File: config.mk
export PLATFORM = sky130hd
export DESIGN_NAME = a0_uart_tx
export DESIGN_NICKNAME = d
export VERILOG_FILES = /design/src/rtl/a0_uart_tx.sv
export SDC_FILE = /design/constraint.sdc
export NUM_CORES = 1
export LEC_CHECK = 0
export ABC_AREA = 1
export ABC_CLOCK_PERIOD_IN_PS = 5800
export BUFFER_PORTS_ARGS = -buffer_cell sky130_fd_sc_hd__buf_2
export CAP_MARGIN = 15
export CORE_MARGIN = 4
export CORE_UTILIZATION = 35
export DETAILED_ROUTE_END_ITERATION = 6
export PLACE_DENSITY = 0.46
export SYNTH_ARGS = -nofsm -noshare
export SYNTH_HDL_FRONTEND = slang
export SYNTH_SLANG_ARGS = --single-unit
File: constraint.sdc
create_clock -name clk -period 5.8 [get_ports clk]
set_clock_uncertainty 0.05 [all_clocks]
set_input_delay 1.16 -clock clk [delete_from_list [all_inputs] [get_ports clk]]
set_output_delay 1.16 -clock clk [all_outputs]
set_load 0.01 [all_outputs]
File: src/rtl/a0_uart_tx.sv
// Watches the CPU a0 register, queues each new value and streams it out LSB byte first on a UART line.
// Define A0_UART_PARITY_EN to insert an even-parity bit into every byte frame.
module a0_uart_tx #(
   parameter int DATA_WIDTH   = 32,
   parameter int CLKS_PER_BIT = 868,
   parameter int FIFO_DEPTH   = 4
) (
   input  logic                          clk,
   input  logic                          rst,
   input  logic [DATA_WIDTH-1:0]         a0,
   output logic                          tx,
   output logic                          busy,
   output logic [$clog2(FIFO_DEPTH):0]   fifo_level,
   output logic [7:0]                    overflow_cnt
);

   localparam int NBYTES = DATA_WIDTH / 8;
   localparam int PW     = $clog2(FIFO_DEPTH);
   localparam int CW     = $clog2(CLKS_PER_BIT);
   localparam int BW     = (NBYTES > 1) ? $clog2(NBYTES) : 1;
   localparam logic [CW-1:0] BAUD_LAST = CW'(CLKS_PER_BIT - 1);
   localparam logic [BW-1:0] BYTE_LAST = BW'(NBYTES - 1);
   localparam logic [PW:0]   FULL_LVL  = (PW+1)'(FIFO_DEPTH);

   typedef enum logic [2:0] {
      S_IDLE,
      S_START,
      S_DATA,
`ifdef A0_UART_PARITY_EN
      S_PARITY,
`endif
      S_STOP
   } state_t;

   state_t                 state, state_nx;
   logic [DATA_WIDTH-1:0]  prev_a0, shreg, sh_nx;
   logic [DATA_WIDTH-1:0]  mem [FIFO_DEPTH];
   logic [PW-1:0]          rptr, wptr;
   logic [PW:0]            level;
   logic [CW-1:0]          baud, baud_nx;
   logic [2:0]             bit_cnt, bit_nx;
   logic [BW-1:0]          byte_idx, byte_nx;
   logic                   tx_nx, pop, push, full, wr, baud_end;
`ifdef A0_UART_PARITY_EN
   logic                   par, par_nx;
`endif

   assign push     = (a0 != prev_a0);
   assign full     = (level == FULL_LVL);
   assign wr       = push && (!full || pop);
   assign baud_end = (baud == BAUD_LAST);

   // FIFO bookkeeping; a full FIFO still accepts when the head leaves on the same edge
   always_ff @(posedge clk or posedge rst) begin
      if (rst) begin
         prev_a0      <= '0;
         rptr         <= '0;
         wptr         <= '0;
         level        <= '0;
         overflow_cnt <= '0;
      end else begin
         prev_a0 <= a0;
         if (wr)  wptr <= wptr + 1'b1;
         if (pop) rptr <= rptr + 1'b1;
         case ({wr, pop})
            2'b10:   level <= level + 1'b1;
            2'b01:   level <= level - 1'b1;
            default: level <= level;
         endcase
         if (push && full && !pop && overflow_cnt != 8'hFF)
            overflow_cnt <= overflow_cnt + 1'b1;
      end
   end

   always_ff @(posedge clk) begin
      if (wr) mem[wptr] <= a0;
   end

   always_ff @(posedge clk or posedge rst) begin
      if (rst) begin
         state    <= S_IDLE;
         tx       <= 1'b1;
         baud     <= '0;
         bit_cnt  <= '0;
         byte_idx <= '0;
         shreg    <= '0;
`ifdef A0_UART_PARITY_EN
         par      <= 1'b0;
`endif
      end else begin
         state    <= state_nx;
         tx       <= tx_nx;
         baud     <= baud_nx;
         bit_cnt  <= bit_nx;
         byte_idx <= byte_nx;
         shreg    <= sh_nx;
`ifdef A0_UART_PARITY_EN
         par      <= par_nx;
`endif
      end
   end

   // tx_nx is the level for the next bit period, so tx itself stays a plain register
   always_comb begin
      state_nx = state;
      tx_nx    = tx;
      baud_nx  = baud;
      bit_nx   = bit_cnt;
      byte_nx  = byte_idx;
      sh_nx    = shreg;
      pop      = 1'b0;
`ifdef A0_UART_PARITY_EN
      par_nx   = par;
`endif
      if (state != S_IDLE) baud_nx = baud_end ? '0 : baud + 1'b1;
      case (state)
         S_IDLE: if (level != '0) begin
            pop      = 1'b1;
            sh_nx    = mem[rptr];
            byte_nx  = '0;
            baud_nx  = '0;
            tx_nx    = 1'b0;
            state_nx = S_START;
         end
         S_START: if (baud_end) begin
            tx_nx    = shreg[0];
            bit_nx   = '0;
`ifdef A0_UART_PARITY_EN
            par_nx   = 1'b0;
`endif
            state_nx = S_DATA;
         end
         // the shift register walks through the whole word, so the next byte lands in [7:0]
         S_DATA: if (baud_end) begin
            sh_nx = shreg >> 1;
`ifdef A0_UART_PARITY_EN
            par_nx = par ^ shreg[0];
`endif
            if (bit_cnt == 3'd7) begin
`ifdef A0_UART_PARITY_EN
               tx_nx    = par ^ shreg[0];
               state_nx = S_PARITY;
`else
               tx_nx    = 1'b1;
               state_nx = S_STOP;
`endif
            end else begin
               bit_nx = bit_cnt + 1'b1;
               tx_nx  = shreg[1];
            end
         end
`ifdef A0_UART_PARITY_EN
         S_PARITY: if (baud_end) begin
            tx_nx    = 1'b1;
            state_nx = S_STOP;
         end
`endif
         S_STOP: if (baud_end) begin
            if (byte_idx != BYTE_LAST) begin
               byte_nx  = byte_idx + 1'b1;
               tx_nx    = 1'b0;
               state_nx = S_START;
            end else begin
               state_nx = S_IDLE;
            end
         end
         default: state_nx = S_IDLE;
      endcase
   end

   assign busy       = (state != S_IDLE);
   assign fifo_level = level;

endmodule

Word-level counts from Yosys, hierarchy flattened
Memories as Yosys holds them, arrays and structs flattened.
Cells that the tools add are included.
Storage, ports and cells
  memories kept: 1
  word-level logic and storage cells: 92
  output and inout port bits: 13
  register bits after elaboration: 98
  input bits: 34
  bits in writable memories: 128
Cells by class
  multiplexer cells: 34
  equal/unequal tests: 18
  $add $sub $neg: 8
  reduce and logical (&&, ||, !) cells: 20
Memories
  mem: depth 4, bits a word 32, rd ports 1, clocked after Yosys merged registers in 0, wr ports 1, line 37  | logic [DATA_WIDTH-1:0] mem [FIFO_DEPTH];
Operators with widths (count)
  $mux 32: 2
  $pmux 32 s2: 1
  $mux 10: 4
  $ne 32x32->1: 1
  $mux 3: 8
  $ne 2x2->1 const B: 8
  $pmux 3 s2: 2
  $pmux 3 s4: 1
  $mux 1: 11
  $add 10x1->10 const B: 1
  $eq 10x10->1 const B: 1
  $add 8x1->8 const B: 1
  $ne 8x8->1 const B: 1
  $reduce_and 4->1: 2
  $reduce_bool 2->1: 4
  $add 2x1->2 const B: 3
  $add 3x1->3 const B: 2
  $eq 3x2->1 const B: 2
  $eq 3x3->1 const B: 2
  $mux 2: 3
  $reduce_and 6->1: 1
  $reduce_bool 3->1: 2
  $reduce_and 5->1: 1
  $logic_and 1x1->1: 4
  other kinds (11): 12

Longest topological paths before layout
  word-level depth: 7
  gate-level depth with buffers: 14
  gate-level depth less buffers: 14

Worst setup path before layout
OpenSTA, ideal clock, no wires.
  path kind: input to register
  start: input port a0[27]
  end: memory mem[0][0] (enable)
  stages on the path: 10
  library setup time: 421 ps
  arrival time: 3115 ps
  path slack: 2214 ps
  buffers on the path: 0
  data required time: 5329 ps
  path through: inv_1 nand2_1 nand2_1 nand2_1 nor2_1 nand2_1 nor2_1 nand2_1 nand2_1 nor2_1
Between the ends
  longest elaborated chain between the ends: 4
RTL lines
  start, declared: line 10  | input logic [DATA_WIDTH-1:0] a0,
  $ne 32x32->1: line 48  | assign push = (a0 != prev_a0);
  $logic_and 1x1->1: line 50  | assign wr = push && (!full || pop);
  $mux 1: line 76  | if (wr) mem[wptr] <= a0;
  $mux 1 (not written as such): line 76
  end, declared: line 37
Every way passes these cells.

Worst setup path in the final report
  start: register state[0]
  end: output port busy
Between the ends
  longest elaborated chain between the ends: 1
RTL lines
  start, declared: line 35  | state_t state, state_nx;
  start signal, assigned: line 91  | state <= state_nx;
  $reduce_bool 3->1: line 171  | assign busy = (state != S_IDLE);
  end, declared: line 12  | output logic busy,
Every way passes these cells.

==> results.toml <==
[global_routing]
grt_pass1_wl_mm = 33.4
grt_max_degree = 70
grt_usage = 0.137
grt-ovfl-total = 0
grt_pass1_vias = 6080
antenna_found_initial = 2

[critical_path]
critPathSlowestCell = "dfrtp_1"
crit_buf_inv = 3
cp_max_fo = 8
rr_endpoint = "mem[0][5]"
r2r_cells = 6
crit_required_ns = 4.59
r2r_start = "state[0]"
path_class = "reg -> out"
cp_top_family = "buffers and inverters"
path_cells = "inv_1 -> ha_1 -> clkinv_1 -> buf_2"
critPathMaxStageDelay_ns = 0.42
crit_path_start_kind = "flip-flop"
cp.arrival_ns = 2.02
r2r_slack_ns = 2.60
end_kind = "output port"

[synth]
synthCells = 825
synth.avg_cell_area_um2 = 11.5
async_flop_share = 0.431
yosysMostFrequentCell = "edfxtp_1"
synth_nets = 873
synth_largest_area_cell = "edfxtp_1"
ys_ff_latch = 225
synth.top_cells.by_area = "edfxtp_1 (40%), dfrtp_1 (25%), nand2_1 (4.8%)"
yosysTopAreaCellShare = 0.403
syn-cell-area_um2 = 9530
ys.flop_type = "edfxtp_1"
synthDistinctLibCells = 41
yosysWarnings = 0
synth-edff-count = 128
synth_commonest_cells = "edfxtp_1 (128), nand2_1 (121), nor2_1 (97)"
seq_area_frac_synth = 0.658

[cells_and_area]
final_area_um2 = 10900
final_layout_size_suffix_gt1_frac = 0.170
area_growth_pct = 14.9
fin_nets = 921

[floorplanning]
die_y_um = 173
fp.coreArea_um2 = 26900
rows = 60
io_pins = 47
initial_core_util = 0.354
die_w_um = 173
die_area_um2 = 29900

[detailed_routing]
drt_iter0_markers = 323
drt-pass1-iter-count = 4
vias = 5874
routed_wl_mm = 20.2
via_per_inst = 4.76
antenna_left = 0
wl_per_cell_um = 16.4
drc = 0

[clock_tree]
post-cts-setup-buffers = 0
clkLatencyLatePin_ns = 0.53
clockBufferDepth = 3
cts_hold_buf = 0
cts_made_buffers = 26
clock_sinks = 225
cts_resized = 0
clkTransAtPathRegs_ns = 0.06
cts_root_buf = "clkbuf_16"
tritoncts = "done"
cts_max_level = 1

[worst_hold_path]
hold_start = "tx"
whs_endpoint = "tx"
min_path_cells = 2
holdCritPathClass = "reg -> reg"

[pwr]
intPower_w = 0.00298
p_clk_frac = 0.398
p_leak_nw = 4.21
p_sw_frac = 0.271
p_seq_frac = 0.446
comb_power_share = 0.156
power_w = 0.00408
vdd_ir_drop_max_mv = 0.233
p_switching_w = 0.00111
power.density_nw_per_um2 = 373

[flow_run]
max_cap_violations = 0

[place]
port_buffers = 46
hpwlAfterDp_mm = 12.0
dpl_cell_area_um2 = 10100
gp_congestion = 0.728

[timing]
hold_violations = 0
slew_headroom = 0.273
finalSetupTns_ns = 0
finalCritPeriodShare = 0.556
slew_viol_final = 0
rsz0062_at_grt = "false"
worst_pin_slew_ns = 1.09
max_freq_ghz = 0.310
setup_viol = 0
min_period_ns = 3.23

[status]
status = "completed"
==> state kept, by name, summed over array words and instances (netlist names) <==
register	flops
baud	10
bit_cnt	3
byte_idx	2
fifo_level	3
mem	128
overflow_cnt	8
prev_a0	32
rptr	2
shreg	32
state	2
tx	1
wptr	2
==> tightest hold or removal path: cells and delay by family (launching register included) <==
kind | cells | cell delay, ns
AOI/OAI and AO/OA | 1 | 0.07
DFF | 1 | 0.36
and+or+nand+nor | 1 | 0.05
==> cells by family after synthesis <==
| logic type | after synthesis | synth area share |
|---|---|---|
| xor gates and xnor gates | 35 | 0.0322 |
| adders and majority gates | 14 | 0.0192 |
| AOI/OAI and AO/OA | 190 | 0.133 |
| and+or+nand+nor | 252 | 0.108 |
| DFF | 225 | 0.658 |
| buffers and inverters | 109 | 0.0496 |
==> cells in the final DEF (no fill, tap or decap), types with 2 or more instances in the layout <==
cell type,synthesis,final
clkbuf_1,20,6
clkinv_2,0,5
nand2_1,121,121
o21ai_0,87,87
dfrtp_1,96,95
inv_2,4,5
bufinv_16,0,3
clkinv_1,2,3
edfxtp_1,128,128
o22ai_1,32,32
ha_1,13,12
buf_4,2,7
xnor2_1,27,27
inv_1,70,69
buf_2,4,46
nor4_1,2,2
nor2_1,97,93
a32o_1,3,3
xor2_1,8,8
o211ai_1,8,8
nor2_4,0,4
o211ai_2,20,20
o21ai_2,20,20
clkbuf_16,0,26
o21ai_1,3,3
nand3_1,18,18
nand4_1,4,4
nand2_2,2,2
or2_2,3,3
a21oi_1,10,10
clkbuf_8,0,2
a31oi_1,2,2
nand3b_1,2,2
clkinvlp_4,0,2
o31ai_1,2,2
==> per-layer routing <==
metal | up-vias | part of all wire | track usage | wire [um]
met5 | - | 0.00059 | 0 | 12
met4 | 2 | 0.020 | 0.0353 | 395
met3 | 30 | 0.027 | 0.0230 | 544
met2 | 61 | 0.49 | 0.232 | 9810
met1 | 2838 | 0.47 | 0.184 | 9440
li1 | 2943 | - | - | -
==> metrics by stage <==
step / cells / util / hold WS [ns] / setup slack (ns)
3_3_place_gp: 1186 / 0.375 / 0.410 / 2.02
4_1_cts: 1233 / 0.407 / 0.441 / 2.48
5_1_grt: 1234 / 0.407 / 0.470 / 2.33
2_1_floorplan: 825 / - / 0.396 / 2.06
6_report: 1234 / 0.407 / 0.438 / 2.57
3_5_place_dp: 1186 / 0.375 / 0.420 / 1.95
==> layout make-up <==
type                       instances  area (um^2)
clock inverter                    13          154
sequential                       225         6270
multi-input combinational        491         2810
clock buffer                      34          701
inverter                          76          288
fill                            2569        15900
timing repair buffer              53          283
antenna                            1         2.50
tap                              341          427
==> how the worst max path moves through the flow <==
stage / startpoint / endpoint / cells past startpoint
final: state[0] / busy / 4
after CTS: state[0] / mem[2][13] / 7
after global placement: a0[29] / mem[0][3] / 11
after detailed placement: a0[29] / mem[2][13] / 12
after floorplan: rst / baud[0] / 1
after global routing: state[0] / mem[0][8] / 6
==> power by group through the flow <==
stage | logic (W) | registers (W) | clock network (W)
floorplan | 0.000456 | 0.00185 | 0
global route | 0.000740 | 0.00183 | 0.00174
CTS | 0.000659 | 0.00182 | 0.00169
global placement | 0.000659 | 0.00185 | 0
finish | 0.000638 | 0.00182 | 0.00163
detailed placement | 0.000659 | 0.00185 | 0
(Power assumes the default switching activity.)
